===== src/rtl/alu_issue.sv =====
// alu_issue: decodes MIPS-style ALU instructions into ALU controls and
// queues them in a 2-entry FIFO in front of the ALU.
module alu_issue #(
  parameter int width = 32
) (
  input  logic             clk,
  input  logic             reset,
  input  logic             flush,
  input  logic             in_valid,
  output logic             in_ready,
  input  logic [5:0]       opcode,
  input  logic [5:0]       funct,
  input  logic [width-1:0] rs_data,
  input  logic [width-1:0] rt_data,
  input  logic [15:0]      imm,
  input  logic [4:0]       rt_addr,
  input  logic [4:0]       rd_addr,
  output logic             out_valid,
  input  logic             out_ready,
  output logic [width-1:0] alu_operandA,
  output logic [width-1:0] alu_operandB,
  output logic [2:0]       alu_command,
  output logic [4:0]       out_dest,
  output logic             out_reg_write,
  output logic             out_branch,
  output logic             out_illegal
);

  localparam logic [2:0] CMD_ADD = 3'b000;
  localparam logic [2:0] CMD_SUB = 3'b001;
  localparam logic [2:0] CMD_XOR = 3'b010;
  localparam logic [2:0] CMD_SLT = 3'b011;
  localparam logic [2:0] CMD_AND = 3'b100;
  localparam logic [2:0] CMD_NOR = 3'b110;
  localparam logic [2:0] CMD_OR  = 3'b111;

  localparam logic [5:0] OP_RTYPE = 6'b000000;
  localparam logic [5:0] OP_BEQ   = 6'b000100;
  localparam logic [5:0] OP_ADDI  = 6'b001000;
  localparam logic [5:0] OP_SLTI  = 6'b001010;
  localparam logic [5:0] OP_ANDI  = 6'b001100;
  localparam logic [5:0] OP_ORI   = 6'b001101;
  localparam logic [5:0] OP_XORI  = 6'b001110;

  localparam logic [5:0] FN_ADD = 6'b100000;
  localparam logic [5:0] FN_SUB = 6'b100010;
  localparam logic [5:0] FN_AND = 6'b100100;
  localparam logic [5:0] FN_OR  = 6'b100101;
  localparam logic [5:0] FN_XOR = 6'b100110;
  localparam logic [5:0] FN_NOR = 6'b100111;
  localparam logic [5:0] FN_SLT = 6'b101010;

  typedef struct packed {
    logic [width-1:0] op_a;
    logic [width-1:0] op_b;
    logic [2:0]       cmd;
    logic [4:0]       dest;
    logic             reg_write;
    logic             branch;
    logic             illegal;
  } entry_t;

  entry_t           dec_d;
  entry_t           mem_q [2];
  entry_t           head_s;
  logic             wr_ptr_q;
  logic             rd_ptr_q;
  logic [1:0]       count_q;
  logic [1:0]       count_d;
  logic             push_s;
  logic             pop_s;
  logic [width-1:0] imm_sext_s;
  logic [width-1:0] imm_zext_s;

  assign imm_sext_s = {{(width-16){imm[15]}}, imm};
  assign imm_zext_s = {{(width-16){1'b0}}, imm};

  // Instruction decode; anything unrecognised leaves an all-zero illegal entry.
  always_comb begin
    dec_d = '0;
    case (opcode)
      OP_RTYPE: begin
        case (funct)
          FN_ADD:  dec_d.cmd = CMD_ADD;
          FN_SUB:  dec_d.cmd = CMD_SUB;
          FN_XOR:  dec_d.cmd = CMD_XOR;
          FN_SLT:  dec_d.cmd = CMD_SLT;
          FN_AND:  dec_d.cmd = CMD_AND;
          FN_NOR:  dec_d.cmd = CMD_NOR;
          FN_OR:   dec_d.cmd = CMD_OR;
          default: dec_d.illegal = 1'b1;
        endcase
        if (!dec_d.illegal) begin
          dec_d.op_a      = rs_data;
          dec_d.op_b      = rt_data;
          dec_d.dest      = rd_addr;
          dec_d.reg_write = 1'b1;
        end else begin
          dec_d.cmd = CMD_ADD;
        end
      end
      OP_ADDI, OP_SLTI: begin
        dec_d.cmd       = (opcode == OP_ADDI) ? CMD_ADD : CMD_SLT;
        dec_d.op_a      = rs_data;
        dec_d.op_b      = imm_sext_s;
        dec_d.dest      = rt_addr;
        dec_d.reg_write = 1'b1;
      end
      OP_ANDI, OP_ORI, OP_XORI: begin
        if (opcode == OP_ANDI) begin
          dec_d.cmd = CMD_AND;
        end else if (opcode == OP_ORI) begin
          dec_d.cmd = CMD_OR;
        end else begin
          dec_d.cmd = CMD_XOR;
        end
        dec_d.op_a      = rs_data;
        dec_d.op_b      = imm_zext_s;
        dec_d.dest      = rt_addr;
        dec_d.reg_write = 1'b1;
      end
      OP_BEQ: begin
        dec_d.cmd    = CMD_SUB;
        dec_d.op_a   = rs_data;
        dec_d.op_b   = rt_data;
        dec_d.branch = 1'b1;
      end
      default: dec_d.illegal = 1'b1;
    endcase
  end

  // in_ready depends only on the registered count, never on out_ready.
  assign in_ready  = (count_q != 2'd2);
  assign out_valid = (count_q != 2'd0);
  assign push_s    = in_valid && in_ready;
  assign pop_s     = out_valid && out_ready;

  // Occupancy next-state.
  always_comb begin
    case ({push_s, pop_s})
      2'b10:   count_d = count_q + 2'd1;
      2'b01:   count_d = count_q - 2'd1;
      default: count_d = count_q;
    endcase
  end

  // Count and pointers; reset beats flush, flush beats push/pop.
  always_ff @(posedge clk) begin
    if (reset || flush) begin
      count_q  <= 2'd0;
      wr_ptr_q <= 1'b0;
      rd_ptr_q <= 1'b0;
    end else begin
      count_q <= count_d;
      if (push_s) begin
        wr_ptr_q <= ~wr_ptr_q;
      end
      if (pop_s) begin
        rd_ptr_q <= ~rd_ptr_q;
      end
    end
  end

  // Entry storage; contents are don't-care until pushed, outputs are gated.
  always_ff @(posedge clk) begin
    if (push_s && !flush && !reset) begin
      mem_q[wr_ptr_q] <= dec_d;
    end
  end

  assign head_s = mem_q[rd_ptr_q];

  // Head presentation, forced to zero while the buffer is empty.
  always_comb begin
    alu_operandA  = '0;
    alu_operandB  = '0;
    alu_command   = CMD_ADD;
    out_dest      = 5'd0;
    out_reg_write = 1'b0;
    out_branch    = 1'b0;
    out_illegal   = 1'b0;
    if (out_valid) begin
      alu_operandA  = head_s.op_a;
      alu_operandB  = head_s.op_b;
      alu_command   = head_s.cmd;
      out_dest      = head_s.dest;
      out_reg_write = head_s.reg_write;
      out_branch    = head_s.branch;
      out_illegal   = head_s.illegal;
    end else begin
      alu_command = CMD_ADD;
    end
  end

endmodule

===== config.mk =====
export PLATFORM = sky130hd
export DESIGN_NAME = alu_issue
export DESIGN_NICKNAME = d
export VERILOG_FILES = /design/src/rtl/alu_issue.sv
export SDC_FILE = /design/constraint.sdc
export NUM_CORES = 1
export LEC_CHECK = 0
export CAP_MARGIN = 20
export CORE_ASPECT_RATIO = 1.2
export CORE_MARGIN = 10
export CORE_UTILIZATION = 48
export DETAILED_ROUTE_END_ITERATION = 12
export GPL_ROUTABILITY_DRIVEN = 0
export PLACE_DENSITY = 0.87
export SLEW_MARGIN = 30
export SYNTH_ARGS = -nofsm -noshare
export SYNTH_HDL_FRONTEND = slang
export SYNTH_SLANG_ARGS = --single-unit

===== constraint.sdc =====
create_clock -name clk -period 14.8 [get_ports clk]
set_clock_uncertainty 0.1 [all_clocks]
set_input_delay 3.7 -clock clk [delete_from_list [all_inputs] [get_ports clk]]
set_output_delay 3.7 -clock clk [all_outputs]
set_load 0.1 [all_outputs]

Yosys cells after proc, flatten, opt, wreduce, memory -nomap -nowiden
Memory sizes are Yosys's and may differ from the RTL's. A register that Yosys moved wholly into a read port is not among the register bits.
Cells that the tools add are included.
Widths: inputs -> output; s select.
- register bits after elaboration: 4
- bits in writable memories: 150
- input port bits: 107
- memories kept: 1
- $add $sub $neg: 2
- equality and inequality tests: 16
- mux-type cells: 25
- bitwise gates (word level): 2
- reduce and logical (&&, ||, !) cells: 15
- memory list (name ; depth ; bits a word ; rd ports ; clocked after memory_dff ; wr ports ; line ; text):
    mem_q ; 2 ; 75 ; 1 ; 1 ; 1 ; 64 ; entry_t mem_q [2];
- operators with widths (cell ; count):
    $pmux 67 s4 ; 1
    $mux 32 ; 2
    $mux 64 ; 1
    $eq 6x6->1 const B ; 7
    $eq 6x4->1 const B ; 5
    $pmux 3 s6 ; 1
    $mux 3 ; 4
    $pmux 6 s2 ; 1
    $mux 1 ; 10
    $reduce_or 7->1 ; 1
    $eq 6x3->1 const B ; 1
    $logic_not 6->1 ; 1
    $mux 6 ; 1
    $reduce_or 6->1 ; 1
    $mux 5 ; 1
    $reduce_or 5->1 ; 1
    $logic_and 1x1->1 ; 4
    $pmux 2 s2 ; 1
    $reduce_bool 2->1 ; 2
    $reduce_or 3->1 ; 1
    $add 2x1->2 const B ; 1
    $eq 2x1->1 const B ; 1
    $eq 2x2->1 const B ; 1
    $logic_not 1->1 ; 2
    other kinds (7) ; 8

Longest topological paths before layout
Gate-level depths: netlist of the first run.
- depth in word-level cells: 6
- gate-level depth with buffers: 8
- mapped depth without buffers: 8

Worst setup path after synthesis of the first run
No wires, ideal clock.
- path kind: input to register
- start: in in_valid
- end: mem mem_q[1][0] (netlist name), enable pin
- library setup time: 0.718 ns
- data arrival time: 11.550 ns
- setup slack: 2.432 ns
- stages on the path: 2
- path buffers: 0
- path through: nand2_1 > nor4b_1
- cells in the longest elaborated chain, start to end: 5
- ends and longest elaborated chain (element ; line ; text):
    start: declaration ; 9 ; input logic in_valid,
    $logic_and 1x1->1 ; 135 ; assign push_s = in_valid && in_ready;
    $logic_and 1x1->1 (2 in a row) ; 166 ; if (push_s && !flush && !reset) begin
    $mux 1 ; 166 ;
    $mux 1 (not written as such) ; 167 ; mem_q[wr_ptr_q] <= dec_d;
    end: declaration ; 64 ;
No other way between the ends.

==> results by group, run 1 <==
Routing
  – # DRC: 0
  – Detailed Route WL: between 15000 and 20000 um
  – Wire length per cell: just under 20 um
  – DRT Pass-1 Iters: 5
  – First DRT Iteration DRCs: 281
  – Vias per cell: between 5 and 6
  – DR vias: around 4400
  – ANT nets after route: 0

Pwr
  – Pwr dens: approximately 110 nW/um^2
  – LEAKAGE: 3.27 nW
  – Peak VDD IR: between 0.00007 and 0.00008 V

Global routing
  – GRT Residual Overflow: 0
  – First-pass GRT wire length: 25300 um
  – GR peak layer: met2
  – Initial antenna violation count: 0
  – Pin count of the biggest net entering global routing: 76
  – Vias in the first global route: ~4900
  – Grt met1 use: 0.179
  – Met2 Track Usage GR: 0.305
  – Met3 Use GR: 0.0563
  – GRT Total Usage: 0.167

Timing
  – Worst-Margin Slew: approximately 1 ns
  – Final setup violation count: 0
  – Minimum clock period: 7.18 ns
  – Setup TNS Final: 0 ns
  – Worst rel slew slack: 0.315
  – Fmax: ~140 MHz
  – Final Max Tran Viols: 0
  – Final hold vios: 0
  – RSZ-0062 raised after global routing: false
  – Final hold slack: roughly 0.46 ns
  – Final Cycle Share: 0.485

Placed design
  – Post-DP HPWL: between 10000 and 15000 um
  – Port bufs: roughly 180

Logic synthesis
  – Register area share after synthesis: 0.687
  – Compound-cell area share of the yosys netlist: 0.0595
  – Syn Std Cell Area: approximately 6700 sq um
  – Post-Synth Adder-Cell Area: 0.00354
  – Synth area leader: edfxtp_1
  – Synth top area share: 0.672
  – Synthesized flop and latch total: ~160
  – Syn_area_per_cell: around 14 sq um
  – Synth unique cells: 38
  – Post-synthesis mux area share: 0.113
  – Largest family of logic cells by synthesized area: multiplexers
  – Main area contributors after synthesis: edfxtp_1, mux2i_1, nor2_1
  – Ys flop type: edfxtp_1
  – Post-synth EDFFs: 150
  – Post-Synth XOR/XNOR Area: 0.00784
  – Synth async-reset ratio: 0
  – Yosys warnings: 0
  – Post-Synth Simple-Gate Area: 0.102
  – Syn_nets: 574
  – Post-synthesis cell count: about 470

CTS
  – Postcts setup bufs: 0
  – TritonCTS clock tree: built
  – Root Driver: clkbuf_16
  – CTS Sinks: approximately 160
  – Inserted Clock Buffers: 17
  – Worst skew pair latency: about 0.40 ns
  – Hold buffer count at cts: 0
  – Post-CTS sizing: 0
  – Worst-path clk slew: 0.06 ns
  – Max Root-Sink Buffers: 2
  – H-tree levels: 4

Worst hold path
  – Tightest Hold Check Type: flip-flop to flip-flop

Floorplanning
  – Initial core utilization: 0.487
  – Die height: approximately 150 um
  – Row cnt: 47
  – I/O pins: approximately 180
  – Core box area: ~14000 sq um
  – Die X: ~130 um
  – Die area: ~19000 sq um

Setup path
  – Crit end category: primary output
  – Buf+Inv Stages, Crit Path: 2
  – Crit path max fanout: 39
  – Critical Path Source Type: flip-flop
  – Max stage delay on crit path: approximately 1.2 ns
  – Slowest CP cell: clkdlybuf4s50_1
  – Crit Path Category: flip-flop to primary output
  – CP arrival: between 3 and 4 ns
  – Worst path cell trace: buf_4 > mux2i_1 > nor2_1 > clkdlybuf4s50_1
  – CP delay by family, top: buffers and inverters
  – Critical Path RT: ~11 ns

Cells and area
  – Syn-to-layout area delta: 38.6%
  – Most common cell after layout, fill and taps aside: clkdlybuf4s50_1
  – Most frequent cells in the layout: clkdlybuf4s50_1, edfxtp_1, nor2_1
  – Nets: about 750
  – Antenna diodes: 0
  – Share of cells above drive strength 1: 0.0744

Flow run
  – Max-cap viol count: 0

Outcome
  – Status: complete, no violations
## sequential cells by signal, indices dropped and copies added, names as in the netlist, named ones only
name / cells
count_q: 2
wr_ptr_q: 1
rd_ptr_q: 1
mem_q: 150
## final cells by class
class	instances	area, sq um
clock buffer	17	425
fill	980	4460
timing repair buffer	189	1920
sequential	155	4610
inverter	6	22.5
tap	171	214
clock inverter	15	139
multi-input combinational	277	1960
## synthesized netlist by cell type (2+ instances only)
master,count
a21o_1,16
a21oi_1,2
a22o_1,21
a31oi_1,2
buf_1,2
buf_2,11
buf_6,5
clkbuf_1,9
dfxtp_1,5
edfxtp_1,150
inv_1,6
mux2i_1,76
nand2_1,5
nand2b_1,5
nor2_1,88
nor2b_1,32
nor3_1,5
or2_2,2
xnor2_1,3
xor2_1,3
## power by group
group | internal, mW | leakage, nW | switching [mW] | total (mW)
registers | 0.484 | 1.61 | 0.00299 | 0.487
logic | 0.0508 | 1.40 | 0.0881 | 0.139
clock network | 0.234 | 0.266 | 0.172 | 0.407
total | 0.769 | 3.27 | 0.263 | 1.03
## worst reg2reg max path, delay by kind of cell, from the launching register on
kind | cells | cell delay [ns]
buffers and inverters | 1 | 0.57
flip-flops | 1 | 0.45
AND/OR/NAND/NOR | 3 | 0.57
## per-layer routing
layer  wire length, um  up-vias
met2              8720      165
met4               233        0
met3              1150       19
li1                  -     2080
met1              6100     2128
met5                 0        -
## cell families (layout without fill, tap and decap cells)
group	Yosys count	in the layout
buffers and inverters	34	227
adders and majority gates	2	2
AOI/OAI and AO/OA	48	48
xor gates and xnor gates	6	6
muxes	76	76
DFF	155	155
and+or+nand+nor	145	145
## metrics by stage
stage	setup WS [ns]	area, sq um	power [mW]	utilization	cells
3_3_place_gp	8.06	8660	0.630	0.629	796
3_5_place_dp	8.01	8660	0.633	0.630	796
2_1_floorplan	2.43	6710	0.581	-	466
6_report	7.62	9300	1.03	0.676	830
5_1_grt	7.43	9300	1.07	0.676	830
4_1_cts	7.56	9230	1.04	0.671	828
## final timing paths
kind / startpoint / depth (start not counted) / slack [ns] / end
setup / recovery: flip-flop / 4 / 7.62 / alu_operandB[25]
hold / removal: rd_ptr_q$_SDFFE_PP0P_ / 2 / 0.46 / flip-flop
setup reg to reg: count_q[0]$_SDFFE_PP0P_ / 4 / 12.62 / mem_q[1][20]$_DFFE_PP_
hold reg to reg: rd_ptr_q$_SDFFE_PP0P_ / 2 / 0.46 / flip-flop
(Power assumes the default switching activity.)
==> inputs of run 2 (changes only) <==
==> constraint.sdc (replaced) <==
create_clock -name clk -period 6.9 [get_ports clk]
set_clock_uncertainty 0.1 [all_clocks]
set_input_delay 1.725 -clock clk [delete_from_list [all_inputs] [get_ports clk]]
set_output_delay 1.725 -clock clk [all_outputs]
set_load 0.1 [all_outputs]
==> run 2 against run 1 <==
Die area did not move. Sequential power rose by 120%. Critical path depth did not move. Register-to-register slack got worse by 8.1 ns.
==> results by group, run 2 (synthesis gave the netlist of run 1 again) <==
Placed design
  – Placed Instances: 797 (was 796)
  – Post-DP HPWL: 11100 um (was 11300 um)
  – Port bufs: 183 (unchanged)

Routing
  – Vias per cell: 5.34 (was 5.29)
  – # DRC: 0 (unchanged)
  – ANT nets after route: 0 (unchanged)
  – DRT Pass-1 Iters: 5 (unchanged)
  – First DRT Iteration DRCs: 282 (was 281)
  – Detailed Route WL: 16100 um (was 16200 um)
  – DR vias: 4440 (was 4392)
  – Wire length per cell: 19.3 um (was 19.5 um)

Timing
  – Minimum clock period: roughly 5.2 ns
  – Worst rel slew slack: 0.302 (was 0.315)
  – Setup TNS Final: 0 ns (unchanged)
  – Fmax: roughly 190 MHz
  – Final setup violation count: 0 (unchanged)
  – RSZ-0062 raised after global routing: false (unchanged)
  – Final Max Tran Viols: 0 (unchanged)
  – Final hold vios: 0 (unchanged)
  – Worst-Margin Slew: 1.04 ns (was 1.02 ns)
  – Final Cycle Share: 0.754

Setup path
  – Crit path max fanout: 45 (was 39)
  – FF-to-FF setup slack: 4.54 ns (was 12.62 ns)
  – R2R Path Start: count_q[1]$_SDFFE_PP0P_ (was count_q[0]$_SDFFE_PP0P_)
  – Crit end category: primary output (unchanged)
  – CP arrival: 3.38 ns (about the same)
  – Critical Path RT: 5.08 ns (was 11.00 ns)
  – FF-to-FF End: count_q[1]$_SDFFE_PP0P_ (was mem_q[1][20]$_DFFE_PP_)
  – Slowest CP cell: clkdlybuf4s50_1 (unchanged)
  – Crit Path Category: flip-flop to primary output (unchanged)
  – Max stage delay on crit path: 1.17 ns (was 1.16 ns)
  – Critical Path Source Type: flip-flop (unchanged)
  – Worst path cell trace: buf_4 > mux2i_1 > nor2_1 > clkdlybuf4s50_1 (unchanged)
  – Reg2Reg Depth: 8 (was 4)

Cells and area
  – Most common cell after layout, fill and taps aside: clkdlybuf4s50_1 (unchanged)
  – Biggest register: mem_q (unchanged)
  – Non-filler cells, final: 831 (was 830)
  – Share of cells above drive strength 1: 0.0727 (was 0.0744)
  – Final-layout fill cell count: 960 (was 980)
  – Largest register FFs: 150 (unchanged)
  – Most frequent cells in the layout: clkdlybuf4s50_1, edfxtp_1, nor2_1 (unchanged)
  – Nets: 755 (was 754)
  – Largest regs: mem_q x150, count_q x2 (unchanged)
  – Syn-to-layout area delta: 40.1% (was 38.6%)
  – Antenna diodes: 0 (unchanged)

CTS
  – Hold buffer count at cts: 0 (unchanged)
  – Worst-path clk slew: 0.06 ns (about the same)
  – Root Driver: clkbuf_16 (unchanged)
  – Post-CTS sizing: 0 (unchanged)
  – TritonCTS clock tree: built (unchanged)
  – Inserted Clock Buffers: 17 (unchanged)
  – H-tree levels: 4 (unchanged)
  – Worst skew pair latency: 0.40 ns (about the same)
  – CTS Sinks: 155 (unchanged)
  – Postcts setup bufs: 0 (unchanged)
  – Max Root-Sink Buffers: 2 (unchanged)

Floorplanning
  – Core box area: 13800 sq um (unchanged)
  – Die height: 149 um (unchanged)
  – Die X: 128 um (unchanged)
  – Initial core utilization: 0.487 (unchanged)
  – Die area: 19100 sq um (unchanged)
  – I/O pins: 184 (unchanged)
  – Row cnt: 47 (unchanged)

Pwr
  – Seq pwr share: 0.446 (was 0.472)
  – P_sw: 544 uW (was 263 uW)
  – Tot Pwr: 2.34 mW (was 1.03 mW)
  – Internal power: 1.80 mW (was 769 uW)
  – Pwr dens: 250 nW/um^2 (was 111 nW/um^2)
  – Peak VDD IR: 0.000171 V (was 0.0000710 V)
  – Switching Fraction: 0.232 (was 0.255)
  – LEAKAGE: 3.32 nW (was 3.27 nW)
  – Combinational Power Share: 0.127 (was 0.135)
  – Clock share of power: 0.427 (was 0.394)

Global routing
  – First-pass GRT wire length: 25200 um (was 25300 um)
  – Vias in the first global route: 4703 (was 4946)
  – GRT Total Usage: 0.166 (was 0.167)
  – Pin count of the biggest net entering global routing: 76 (unchanged)
  – Initial antenna violation count: 0 (unchanged)
  – GRT Residual Overflow: 0 (unchanged)

Worst hold path
  – Worst hold start: rd_ptr_q$_SDFFE_PP0P_ (unchanged)
  – Tightest Hold Check Type: flip-flop to flip-flop (unchanged)
  – Worst hold stages: 2 (unchanged)

Outcome
  – Status: complete, no violations (unchanged)

Flow run
  – Max-cap viol count: 0 (unchanged)
run 2: changes by cell type in the layout (fill, tap and decap cells not counted), sizes merged:
cell,change
bufinv,+4
inv,-6
clkbuf,+4
buf,+1
clkinvlp,-2
run 2: power by group through the flow:
| stage | logic (mW) | registers, mW | clock network, mW |
|---|---|---|---|
| after floorplan | 0.182 | 1.06 | 0 |
| after global placement | 0.287 | 1.06 | 0 |
| after detailed placement | 0.292 | 1.07 | 0 |
| after CTS | 0.294 | 1.05 | 1.02 |
| after global routing | 0.312 | 1.05 | 1.06 |
| final | 0.297 | 1.05 | 1.00 |
run 2: final cells by class:
| cell class | instances | area, sq um | share of cell area |
|---|---|---|---|
| Clock inverter | 11 | 196 | 0.0209 |
| Clock buffer | 21 | 450 | 0.0479 |
| Tap cell | 171 | 214 | 0.0228 |
| Sequential cell | 155 | 4610 | 0.491 |
| Multi-Input combinational cell | 277 | 1970 | 0.210 |
| Timing Repair Buffer | 190 | 1930 | 0.206 |
| Inverter | 6 | 22.5 | 0.00240 |
run 2: worst max-delay path by stage:
stage	cells past startpoint	slack (ns)	endpoint	startpoint
3_3_place_gp	4	2.11	alu_operandA[31]	flip-flop
4_1_cts	4	1.65	alu_operandA[31]	flip-flop
3_5_place_dp	4	2.09	alu_operandA[31]	flip-flop
5_1_grt	4	1.52	alu_operandA[31]	flip-flop
2_1_floorplan	2	0.26	mem_q[1][0]$_DFFE_PP_	in_valid
6_report	4	1.70	alu_operandA[31]	flip-flop
run 2: critical path, delay by kind of cell, from the launching register on:
| family | cells | cell delay, ns |
|---|---|---|
| buffers and inverters | 2 | 1.75 |
| multiplexers | 1 | 0.14 |
| AND/OR/NAND/NOR | 1 | 0.19 |
| flip-flops | 1 | 0.85 |
run 2: metrics by stage:
| step | cell area (sq um) | hold WS, ns | setup WS [ns] | utilization |
|---|---|---|---|---|
| 2_1_floorplan | 6720 | 0.418 | 0.260 | - |
| 3_3_place_gp | 8680 | 0.424 | 2.11 | 0.631 |
| 3_5_place_dp | 8680 | 0.432 | 2.09 | 0.631 |
| 4_1_cts | 9330 | 0.443 | 1.65 | 0.678 |
| 5_1_grt | 9390 | 0.464 | 1.52 | 0.683 |
| 6_report | 9390 | 0.437 | 1.70 | 0.683 |
run 2: metal layers:
metal / vias to the layer above / wire [um] / part of all wire / global-route usage
met4: 0 / 357 / 0.022 / 0.0671
met2: 190 / 8600 / 0.53 / 0.288
met1: 2143 / 6050 / 0.38 / 0.187
met5: - / 0 / 0 / 0
met3: 24 / 1070 / 0.067 / 0.0495
li1: 2083 / - / - / -
==> inputs of run 3 (changes only) <==
--- a/config.mk
+++ b/config.mk
@@ -8,10 +8,10 @@
 export CAP_MARGIN = 20
 export CORE_ASPECT_RATIO = 1.2
 export CORE_MARGIN = 10
-export CORE_UTILIZATION = 48
+export CORE_UTILIZATION = 44
 export DETAILED_ROUTE_END_ITERATION = 12
 export GPL_ROUTABILITY_DRIVEN = 0
-export PLACE_DENSITY = 0.87
+export PLACE_DENSITY = 0.84
 export SLEW_MARGIN = 30
 export SYNTH_ARGS = -nofsm -noshare
 export SYNTH_HDL_FRONTEND = slang
==> constraint.sdc (replaced) <==
create_clock -name clk -period 4.33 [get_ports clk]
set_clock_uncertainty 0.1 [all_clocks]
set_input_delay 1.0825 -clock clk [delete_from_list [all_inputs] [get_ports clk]]
set_output_delay 1.0825 -clock clk [all_outputs]
set_load 0.1 [all_outputs]
==> run 3 against run 2 <==
Flip-flop and latch count stayed put. Worst setup slack worse by 0.71 ns. First-iteration DRC count is 1.4% lower. Utilization is 6.9 points lower.
==> results by group, run 3 (synthesis gave the netlist of run 1 again) <==
Timing
  – RSZ-0062 raised after global routing: false (unchanged)
  – Minimum clock period: around 3.3 ns
  – Fmax: around 300 MHz
  – Final Max Tran Viols: 0 (unchanged)
  – Final setup violation count: 0 (unchanged)
  – Setup TNS Final: 0 ns (unchanged)
  – Final hold slack: 0.443 ns (was 0.437 ns)
  – Final hold vios: 0 (unchanged)
  – Worst-Margin Slew: 1.00 ns (was 1.04 ns)
  – Worst rel slew slack: 0.331 (was 0.302)
  – Final Cycle Share: 0.772

Placed design
  – Placed Instances: 833 (was 797)
  – Post-DP HPWL: 11300 um (was 11100 um)
  – Placed cell areas: 8590 sq um (was 8680 sq um)
  – Port bufs: 183 (unchanged)

Routing
  – Vias per cell: 5.03 (was 5.34)
  – First DRT Iteration DRCs: 278 (was 282)
  – DR vias: 4348 (was 4440)
  – ANT nets after route: 0 (unchanged)
  – Detailed Route WL: 16200 um (was 16100 um)
  – Wire length per cell: 18.7 um (was 19.3 um)
  – # DRC: 0 (unchanged)
  – DRT Pass-1 Iters: 6 (was 5)

Floorplanning
  – Die area: 20600 sq um (was 19100 sq um)
  – Core box area: 15000 sq um (was 13800 sq um)
  – Row cnt: 49 (was 47)
  – Die X: 133 um (was 128 um)
  – Die height: 155 um (was 149 um)
  – I/O pins: 184 (unchanged)
  – Initial core utilization: 0.448 (was 0.487)

Global routing
  – First-pass GRT wire length: 25300 um (was 25200 um)
  – GRT Residual Overflow: 0 (unchanged)
  – Pin count of the biggest net entering global routing: 76 (unchanged)
  – GRT Total Usage: 0.155 (was 0.166)
  – Initial antenna violation count: 0 (unchanged)
  – Vias in the first global route: 4827 (was 4703)

Cells and area
  – Most frequent cells in the layout: edfxtp_1, clkdlybuf4s50_1, nor2_1 (was clkdlybuf4s50_1, edfxtp_1, nor2_1)
  – Final instance area: 9180 sq um (was 9390 sq um)
  – Nets: 756 (was 755)
  – Final-layout fill cell count: 1168 (was 960)
  – Largest regs: mem_q x150, count_q x2 (unchanged)
  – Syn-to-layout area delta: 36.9% (was 40.1%)
  – Non-filler cells, final: 864 (was 831)
  – Antenna diodes: 0 (unchanged)
  – Share of cells above drive strength 1: 0.191 (was 0.0727)
  – Register Area: 4610 sq um (unchanged)
  – Most common cell after layout, fill and taps aside: edfxtp_1 (was clkdlybuf4s50_1)
  – Largest register FFs: 150 (unchanged)
  – Multi-input logic area: 1980 sq um (was 1970 sq um)
  – Biggest register: mem_q (unchanged)

Setup path
  – Crit path max fanout: 4 (was 45)
  – Critical Path RT: 3.15 ns (was 5.08 ns)
  – Crit end category: primary output (unchanged)
  – Crit Path Category: flip-flop to primary output (unchanged)
  – Critical Path Source Type: flip-flop (unchanged)
  – CP arrival: 2.16 ns (was 3.38 ns)
  – Reg2Reg Depth: 4 (was 8)

Pwr
  – Pwr dens: 394 nW/um^2 (was 250 nW/um^2)
  – Peak VDD IR: 0.000198 V (was 0.000171 V)
  – LEAKAGE: 3.43 nW (was 3.32 nW)

CTS
  – Post-CTS sizing: 0 (unchanged)
  – Worst-path clk slew: 0.06 ns (about the same)
  – CTS Sinks: 155 (unchanged)
  – H-tree levels: 4 (unchanged)
  – Root Driver: clkbuf_16 (unchanged)
  – Hold buffer count at cts: 0 (unchanged)
  – Postcts setup bufs: 0 (unchanged)
  – Max Root-Sink Buffers: 2 (unchanged)
  – TritonCTS clock tree: built (unchanged)
  – Inserted Clock Buffers: 17 (unchanged)
  – Worst skew pair latency: 0.40 ns (about the same)

Outcome
  – Status: complete, no violations (unchanged)

Flow run
  – Max-cap viol count: 0 (unchanged)

Worst hold path
  – Worst hold stages: 2 (unchanged)
  – Tightest Hold Check Type: flip-flop to flip-flop (unchanged)
==> run 3: routing by layer <==
layer | track usage | up-vias | routed length (um)
li1 | - | 2085 | -
met1 | 0.163 | 2093 | 6020
met2 | 0.287 | 150 | 8980
met3 | 0.0412 | 20 | 878
met4 | 0.0624 | 0 | 281
met5 | 0 | - | 0
==> run 3: critical path, stage by stage (launching register included) <==
cell and delay [ns]:
dfxtp_1 0.45, nand2b_2 0.17, clkdlybuf4s50_1 1.13
==> run 3: power breakdown <==
part	switching (mW)	internal [mW]	leakage (nW)
Clock	0.579	0.913	0.277
Sequential	0.00987	1.65	1.61
Combinational	0.301	0.161	1.54
==> run 3: area by class of cell <==
type	instances	area share
clock buffer	19	0.0471
timing repair buffer	191	0.187
multi-input combinational	277	0.216
inverter	6	0.00245
sequential	155	0.502
clock inverter	12	0.0178
tap	204	0.0278
==> run 3: path summary, 6_finish.rpt <==
path                                         startpoint                      to  slack (ns)
worst max-delay path            count_q[0]$_SDFFE_PP0P_                in_ready        0.99
worst min-delay path              rd_ptr_q$_SDFFE_PP0P_               flip-flop        0.44
worst max register to register  count_q[0]$_SDFFE_PP0P_  mem_q[1][38]$_DFFE_PP_        2.18
worst min register to register    rd_ptr_q$_SDFFE_PP0P_               flip-flop        0.44
==> run 3: stage by stage <==
| stage | setup WS [ns] | utilization | power (mW) |
|---|---|---|---|
| floorplan | 0.0113 | - | 1.98 |
| global placement | 0.984 | 0.573 | 2.15 |
| detailed placement | 0.910 | 0.574 | 2.16 |
| CTS | 0.936 | 0.614 | 3.65 |
| global route | 0.845 | 0.614 | 3.73 |
| finish | 0.985 | 0.614 | 3.62 |
